$ cat src/rtl/fetch_unit.sv
// IF-stage instruction fetch engine.
// Owns the PC and issues one word read at a time to the instruction ROM, which has variable latency.
// Each returned instruction is registered into an output slot, with a one-entry skid buffer behind it.
// Branches use MIPS single delay-slot redirects.
//
// Handshake towards ID: the transfer of {id_addr, id_inst} completes on a cycle with id_valid && !stall.
// While stall=1 the presented instruction is held constant.
// branch_flag/branch_addr are only meaningful on a completing transfer.
module fetch_unit #(
    parameter int unsigned           ADDR_WIDTH = 32,
    parameter int unsigned           INST_WIDTH = 32,
    parameter logic [ADDR_WIDTH-1:0] RESET_PC   = 32'hBFC00000
) (
    input  logic                  clk,
    input  logic                  rst,
    output logic                  rom_en,
    output logic [ADDR_WIDTH-1:0] rom_addr,
    input  logic                  rom_rvalid,
    input  logic [INST_WIDTH-1:0] rom_rdata,
    input  logic                  stall,
    input  logic                  branch_flag,
    input  logic [ADDR_WIDTH-1:0] branch_addr,
    output logic                  id_valid,
    output logic [ADDR_WIDTH-1:0] id_addr,
    output logic [INST_WIDTH-1:0] id_inst,
    output logic                  fetch_busy
);

    // Output occupancy: slot only, or slot plus skid entry.
    localparam logic [1:0] OCC_EMPTY     = 2'd0;
    localparam logic [1:0] OCC_FULL      = 2'd1;
    localparam logic [1:0] OCC_FULL_SKID = 2'd2;

    localparam logic [ADDR_WIDTH-1:0] WORD_STEP = ADDR_WIDTH'(4);

    logic [1:0]            occ_q, occ_d;
    logic [ADDR_WIDTH-1:0] pc_q, pc_d;
    logic                  busy_q, busy_d;
    logic [ADDR_WIDTH-1:0] req_addr_q, req_addr_d;
    logic [ADDR_WIDTH-1:0] slot_addr_q, slot_addr_d;
    logic [INST_WIDTH-1:0] slot_inst_q, slot_inst_d;
    logic [ADDR_WIDTH-1:0] skid_addr_q, skid_addr_d;
    logic [INST_WIDTH-1:0] skid_inst_q, skid_inst_d;
    logic                  pend_q, pend_d;
    logic [ADDR_WIDTH-1:0] pend_target_q, pend_target_d;

    logic                  slot_valid;
    logic                  skid_valid;
    logic                  accept;
    logic                  resp;
    logic                  take_branch;
    logic [ADDR_WIDTH-1:0] delay_addr;
    logic                  redirect_now;
    logic [ADDR_WIDTH-1:0] fetch_addr;
    logic                  resp_to_skid;
    logic                  issue;

    // Handshake qualifiers, branch classification and the request-issue decision.
    always_comb begin
        slot_valid   = (occ_q != OCC_EMPTY);
        skid_valid   = (occ_q == OCC_FULL_SKID);
        accept       = !rst && slot_valid && !stall;
        // A strobe with nothing outstanding is stale (e.g. from before a reset) and is dropped.
        resp         = !rst && busy_q && rom_rvalid;
        take_branch  = accept && branch_flag;
        delay_addr   = slot_addr_q + WORD_STEP;
        // pc already moved past the delay slot: the sequential address must not be requested.
        // Any request going out now is steered straight to the target instead.
        redirect_now = take_branch && (pc_q != delay_addr);
        fetch_addr   = redirect_now ? branch_addr : pc_q;
        // A response that must park in the skid buffer leaves no room for another one.
        // Hold off issuing so that at most slot + skid instructions are ever in flight.
        resp_to_skid = resp && slot_valid && !accept;
        issue        = !rst && (!busy_q || resp) && !skid_valid && !resp_to_skid;
    end

    // Next-PC selection including delay-slot branch handling.
    always_comb begin
        pc_d          = pc_q;
        pend_d        = pend_q;
        pend_target_d = pend_target_q;
        if (issue) begin
            if (pend_q) begin
                // This request is the delay slot; the one after it goes to the target.
                pc_d   = pend_target_q;
                pend_d = 1'b0;
            end else if (take_branch && !redirect_now) begin
                // Delay slot is being requested right now.
                pc_d = branch_addr;
            end else begin
                pc_d = fetch_addr + WORD_STEP;
            end
        end else if (redirect_now) begin
            pc_d = branch_addr;
        end else if (take_branch) begin
            // Delay slot not yet requested: remember the target until it is.
            pend_d        = 1'b1;
            pend_target_d = branch_addr;
        end
    end

    // Outstanding-request tracking: a single request in flight with its fetch address.
    always_comb begin
        busy_d     = busy_q;
        req_addr_d = req_addr_q;
        if (issue) begin
            busy_d     = 1'b1;
            req_addr_d = fetch_addr;
        end else if (resp) begin
            busy_d = 1'b0;
        end
    end

    // Occupancy FSM: routes responses into the slot or skid buffer and preserves order.
    always_comb begin
        occ_d       = occ_q;
        slot_addr_d = slot_addr_q;
        slot_inst_d = slot_inst_q;
        skid_addr_d = skid_addr_q;
        skid_inst_d = skid_inst_q;
        case (occ_q)
            OCC_EMPTY: begin
                if (resp) begin
                    occ_d       = OCC_FULL;
                    slot_addr_d = req_addr_q;
                    slot_inst_d = rom_rdata;
                end
            end
            OCC_FULL: begin
                if (resp) begin
                    if (accept) begin
                        slot_addr_d = req_addr_q;
                        slot_inst_d = rom_rdata;
                    end else begin
                        occ_d       = OCC_FULL_SKID;
                        skid_addr_d = req_addr_q;
                        skid_inst_d = rom_rdata;
                    end
                end else if (accept) begin
                    occ_d = OCC_EMPTY;
                end
            end
            OCC_FULL_SKID: begin
                if (accept) begin
                    slot_addr_d = skid_addr_q;
                    slot_inst_d = skid_inst_q;
                    if (resp) begin
                        skid_addr_d = req_addr_q;
                        skid_inst_d = rom_rdata;
                    end else begin
                        occ_d = OCC_FULL;
                    end
                end
            end
            default: occ_d = OCC_EMPTY;
        endcase
    end

    // State registers with synchronous reset.
    always_ff @(posedge clk) begin
        if (rst) begin
            occ_q         <= OCC_EMPTY;
            pc_q          <= RESET_PC;
            busy_q        <= 1'b0;
            req_addr_q    <= '0;
            slot_addr_q   <= '0;
            slot_inst_q   <= '0;
            skid_addr_q   <= '0;
            skid_inst_q   <= '0;
            pend_q        <= 1'b0;
            pend_target_q <= '0;
        end else begin
            occ_q         <= occ_d;
            pc_q          <= pc_d;
            busy_q        <= busy_d;
            req_addr_q    <= req_addr_d;
            slot_addr_q   <= slot_addr_d;
            slot_inst_q   <= slot_inst_d;
            skid_addr_q   <= skid_addr_d;
            skid_inst_q   <= skid_inst_d;
            pend_q        <= pend_d;
            pend_target_q <= pend_target_d;
        end
    end

    assign rom_en     = issue;
    assign rom_addr   = rst ? RESET_PC : fetch_addr;
    assign id_valid   = slot_valid && !rst;
    assign id_addr    = id_valid ? slot_addr_q : '0;
    assign id_inst    = id_valid ? slot_inst_q : '0;
    assign fetch_busy = busy_q && !rst;

endmodule

$ cat config.mk
export PLATFORM = sky130hd
export DESIGN_NAME = fetch_unit
export DESIGN_NICKNAME = d
export VERILOG_FILES = /design/src/rtl/fetch_unit.sv
export SDC_FILE = /design/constraint.sdc
export NUM_CORES = 1
export LEC_CHECK = 0
export ABC_CLOCK_PERIOD_IN_PS = 5000
export CAP_MARGIN = 20
export CORE_AREA = 2 2 161 163
export DETAILED_ROUTE_END_ITERATION = 7
export DIE_AREA = 0 0 163 165
export PLACE_DENSITY = 0.86
export REMOVE_ABC_BUFFERS = 1
export SYNTH_ARGS = -nofsm -noshare
export SYNTH_HDL_FRONTEND = slang
export SYNTH_SLANG_ARGS = --single-unit
$ cat constraint.sdc
create_clock -name clk -period 5 [get_ports clk]
set_clock_uncertainty 0.1 [all_clocks]
set_input_delay 0.5 -clock clk [delete_from_list [all_inputs] [get_ports clk]]
set_output_delay 0.5 -clock clk [all_outputs]
set_load 0.01 [all_outputs]
; Word level (Yosys, flattened, before mapping)
; Cells that the tools add are included.
[word_totals]
wordCells = 91
reg_bits = 228
[classes]
n_eq_ne = 12
reduce_logical = 31
addsub = 2
n_mux = 34
bitwise_logic = 2
[op_table]
columns = op, n
row1 = two-way mux 32 bit, 21
row2 = case mux 32 bit (3 select lines), 2
row3 = case mux 32 bit (2 select lines), 2
row4 = adder 32 x 3 -> 32 bit (second input constant), 2
row5 = inequality test 32 bit, 1
row6 = AND reduction 5 bit, 3
row7 = logical AND 1 bit, 12
row8 = two-way mux 2 bit, 6
row9 = inequality test 2 bit (second input constant), 5
row10 = logical NOT 1 bit, 7
row11 = inequality test 3 bit (second input constant), 2
row12 = case mux 2 bit (3 select lines), 1
row13 = nonzero test 2 bit, 3
row14 = inequality test 2 x 1 -> 1 bit (second input constant), 2
row15 = AND reduction 3 bit, 1
row16 = nonzero test 3 bit, 1
row17 = == test 2 x 1 -> 1 bit (second input constant), 1
row18 = == test 2 bit (second input constant), 1
row19 = logical NOT 2 bit, 1
row20 = two-way mux 1 bit, 2
row21 = inverter 1 bit, 2
row22 = AND reduction 2 bit, 1
row23 = OR reduction 2 bit, 1
row24 = logical OR 1 bit, 1

; Longest topological paths before layout
[logic_depth]
word_depth = 10
mapped_depth = 23

; Worst setup path before layout
; OpenSTA, ideal clock, no wires.
[synth_timing]
path_type = flip-flop to flip-flop
startpoint = reg slot_addr_q[2]
endpoint = reg pc_q[16]
required_ps = 4780
period_less_slack_ps = 4863
path_buffers = 4
setup_slack_ps = 137
arrival_time_ps = 4643
stages_incl_launch_ff = 22
setup_time_ps = 120
path_cell_list = dfxtp_1 ha_1 nand3_1 or4_1 buf_2 nor4_2 o22ai_1 or4_4 nor4_4 or2b_1 buf_6 buf_6 buf_6 a21oi_1 inv_1 ha_1 nand3_1 nor2_1 nand4_1 o31ai_1 a21oi_1 a211o_1
[synth_via]
elab_chain_cells = 8
elab_cells_between_ends = 10
[synth_rtl]
columns = item, line_no
row1 = "start, declared", 40  ; logic [ADDR_WIDTH-1:0] slot_addr_q, slot_addr_d;
row2 = "start signal, assigned", 177  ; slot_addr_q <= slot_addr_d;
row3 = adder 32 x 3 -> 32 bit, 66  ; delay_addr = slot_addr_q + WORD_STEP;
row4 = inequality test 32 bit, 69  ; redirect_now = take_branch && (pc_q != delay_addr);
row5 = logical AND 1 bit, 69
row6 = two-way mux 32 bit, -
row7 = via fetch_addr[2], 54  ; logic [ADDR_WIDTH-1:0] fetch_addr;
row8 = adder 32 x 3 -> 32 bit, 91  ; pc_d = fetch_addr + WORD_STEP;
row9 = two-way mux 32 bit, 87  ; end else if (take_branch && !redirect_now) begin
row10 = two-way mux 32 bit, 83  ; if (pend_q) begin
row11 = two-way mux 32 bit, 82  ; if (issue) begin
row12 = "end signal, assigned", 174  ; pc_q <= pc_d;
row13 = "end, declared", 37  ; logic [ADDR_WIDTH-1:0] pc_q, pc_d;
; The timed path passes the listed nets, and every way through them passes these cells.
; A chain may end at the register's enable or synchronous reset.

; Worst setup path after layout
[layout_timing]
startpoint = reg slot_addr_q[9]
endpoint = out rom_addr[30]
[layout_via]
elab_chain_cells = 5
[layout_rtl]
columns = item, line_no
row1 = adder 32 x 3 -> 32 bit, 66
row2 = inequality test 32 bit, 69
row3 = logical AND 1 bit, 69
row4 = two-way mux 32 bit, -
row5 = two-way mux 32 bit, 187  ; assign rom_addr = rst ? RESET_PC : fetch_addr;
row6 = "end, declared", 17  ; output logic [ADDR_WIDTH-1:0] rom_addr,
; No other way between the ends.

==> flow_summary.yaml <==
setup_path:
  crit_path_end_kind: "output port"
  cp_max_fo: 13
  crit_arrival_ps: 4360
  r2r_end: "pc_q[16]"
  critical_path_class: "reg -> out"
  r2r_start: "slot_addr_q[9]"
  cp.required_ps: 4400
  reg2reg_depth: 17
  r2r_setup_slack_ps: 260
  start_kind: "flip-flop"
sta:
  finalMaxSlewViolations: 0
  max_clock_freq_ghz: 0.2017
  hold_viol_final: 0
  rsz0062_at_grt: "true"
  post-route-period-util_pct: 99.18
  finalSetupViolCount: 0
  tightest_slew_ps: 1102
  fin_crit_ps: 4959
  relSlewSlack_pct: 26.54
pwr:
  combPwrFrac_pct: 15.3
  cellPowerDensity_mw_per_mm2: 286.4
  power_frac_seq_pct: 44.8
  p_int_uw: 3249
  peakVddDrop_uv: 184.4
  p_sw_share_pct: 27.72
  power_uw: 4494
  clockPowerShare_pct: 40.0
  leakage_uw: 0.005981
  switching_power_uw: 1246
synthesis:
  syn_inst: 1623
  synth_edf_count: 0
  synth_most_common_cell: "nand2_1"
  ys_ff_latch: 228
  synthFlopType: "dfxtp_1"
  synth_cell_type_count: 76
  seq_area_frac_synth_pct: 36.83
  synth.avg_cell_area_um2: 7.636
  synthTopCellsByCount: "317 x nand2_1, 228 x dfxtp_1, 184 x nor2_1, 107 x clkbuf_1, 101 x a21oi_1"
  ys_warn_count: 0
  netlist_area_mm2: 0.01239
  synthTopCellsByArea: "dfxtp_1 37%, nand2_1 9.6%, mux2i_1 5.7%, nor2_1 5.6%, a311oi_1 4.7%"
  yosysTopAreaCellShare_pct: 36.83
  async_reset_ff_share_pct: 0
  synth.largest_area_cell: "dfxtp_1"
placed_design:
  placed_cell_area_mm2: 0.01457
  gp_congestion: 0.9699
  io_buffer_count: 167
  dp_hpwl_mm: 27.79
cts:
  cts_root_buf: "clkbuf_16"
  clkSlewWorstSetupHoldPaths_ps: 60
  cts_hold_buf: 0
  cts_buffers: 24
  cts.sink_count: 228
  ctsLongestPathBuffers: 3
  insertion_delay_ps: 530
  h-tree-depth: 1
  cts_tree: "done"
job:
  cap_violations: 0
run_status:
  status: "completed"
min_path:
  hold-path-endpoint: "occ_q[1]"
  min_path_cells: 2
  hold_path_class: "in -> reg"
  hp-start: "rst"
cells_and_area:
  nets: 1839
  syn2layout_area_growth_pct: 26.63
  design_area_mm2: 0.01569
  antenna_cells: 0
  drive_gt1_share_pct: 10.69
route:
  drt_wl_total_mm: 40.72
  first_pass_iters: 8
  viasPerCell: 6.120
  vias: 12950
  wl_per_cell_um: 19.24
  detail-route-antenna-nets: 0
  drc: 0
  drt_first_iter_violations: 1730
global_route:
  grt_max_degree: 82
  grt_pass1_wl_mm: 63.00
  grt_pass1_vias: 12018
  grt_usage_pct: 29.16
  antenna_found_initial: 0
  overflow: 0
floorplan:
  rows: 58
  num_io_pins: 168
  die_area_mm2: 0.02690
  core_mm2: 0.02504
  die_y_um: 165
  die-width_um: 163
  start_util_pct: 49.50
## routing by layer
layer | track usage [%] | wire length [um] | up-vias
li1 | - | - | 6024
met1 | 38.87 | 16840 | 6108
met2 | 47.96 | 18620 | 696
met3 | 4.420 | 3849 | 122
met4 | 10.70 | 1414 | 0
met5 | 0 | 0 | -
## kinds of logic (layout without fill, tap and decap cells)
kind of cell / count (synthesis) / in the layout / share of synthesized area, %
simple gates: 776 / 776 / 29.49
compound gates: 339 / 339 / 18.64
flops: 228 / 228 / 36.83
buf+inv: 152 / 315 / 4.967
mux: 78 / 78 / 6.370
xor+xnor: 48 / 48 / 3.503
fa+ha+maj: 2 / 2 / 0.2019
## through the flow
step	worst slack [ps]	hold slack (ps)	util [%]	setup TNS, ps	instances
floorplan	-1396	330.5	-	-140600	1489
global placement	91.34	341.4	58.19	0	2064
detailed placement	77.53	346.7	58.19	0	2064
CTS	3.582	202.3	62.20	0	2112
global route	-21.36	217.0	62.68	-71.81	2116
finish	41.01	213.6	62.68	0	2116
## repair_timing
item / in CTS / in global routing
cloned: 2 / 0
setup buffers: 2 / 4
endpoints found under the setup margin: 32 / 31
pin swaps: 1 / 2
gates resized for setup: 39 / 27
## how the worst max path moves through the flow
stage / depth (start not counted) / slack [ps] / startpoint / to
finish: 11 / 40 / slot_addr_q[9] / rom_addr[30]
global route: 13 / -20 / slot_addr_q[2] / rom_addr[30]
CTS: 11 / 4 / slot_addr_q[18] / rom_addr[5]
detailed placement: 12 / 80 / slot_addr_q[2] / rom_addr[15]
global placement: 12 / 90 / slot_addr_q[2] / rom_addr[15]
floorplan: 17 / -1400 / slot_addr_q[2] / pc_q[16]
## critical path, cell delays in order, from the launching register on
cell             delay [ps]
dfxtp_2                 360
xnor2_1                 340
nand3_1                 190
a2111oi_2               470
nand3_1                 170
or4b_1                  590
nor4_4                  300
or2b_4                  220
bufbuf_16               330
mux2i_1                 290
nor2_1                   60
clkdlybuf4s50_1         490
## sequential cells by signal (all words and copies together) (netlist names), 2 cells and up, named ones only
| name | cells |
|---|---|
| slot_addr_q | 32 |
| pc_q | 30 |
| slot_inst_q | 32 |
| req_addr_q | 32 |
| skid_addr_q | 32 |
| occ_q | 2 |
| skid_inst_q | 32 |
| pend_target_q | 32 |
## placed cells by master, fill, tap and decap left out, types with 16 or more instances in the layout
cell type,n
nor3_1,18
nand4_1,27
clkdlybuf4s50_1,155
nand2b_1,26
and2_1,66
clkbuf_16,25
mux2i_1,58
buf_4,83
xor2_1,20
dfxtp_1,216
o21ai_0,32
and3_1,21
a21oi_1,98
inv_1,16
a211oi_1,30
xnor2_1,27
nand3_1,34
nor2_1,178
nand2_1,317
a311oi_1,66
## power groups by stage
stage	registers, uW	clock network (uW)	logic, uW
6_report	2010	1800	687
5_1_grt	2020	1870	744
4_1_cts	2000	1800	670
3_5_place_dp	2040	0	658
3_3_place_gp	2040	0	649
2_1_floorplan	2010	0	356
## layout make-up
class                      instances  area, um^2
sequential                       228        4582
multi-input combinational       1243        7468
timing repair buffer             253        2377
inverter                          18       67.56
clock buffer                      35       713.2
clock inverter                     9       72.57
fill                            2135        9343
tap                              330       412.9
No activity file was read; power rests on OpenSTA's default activity.
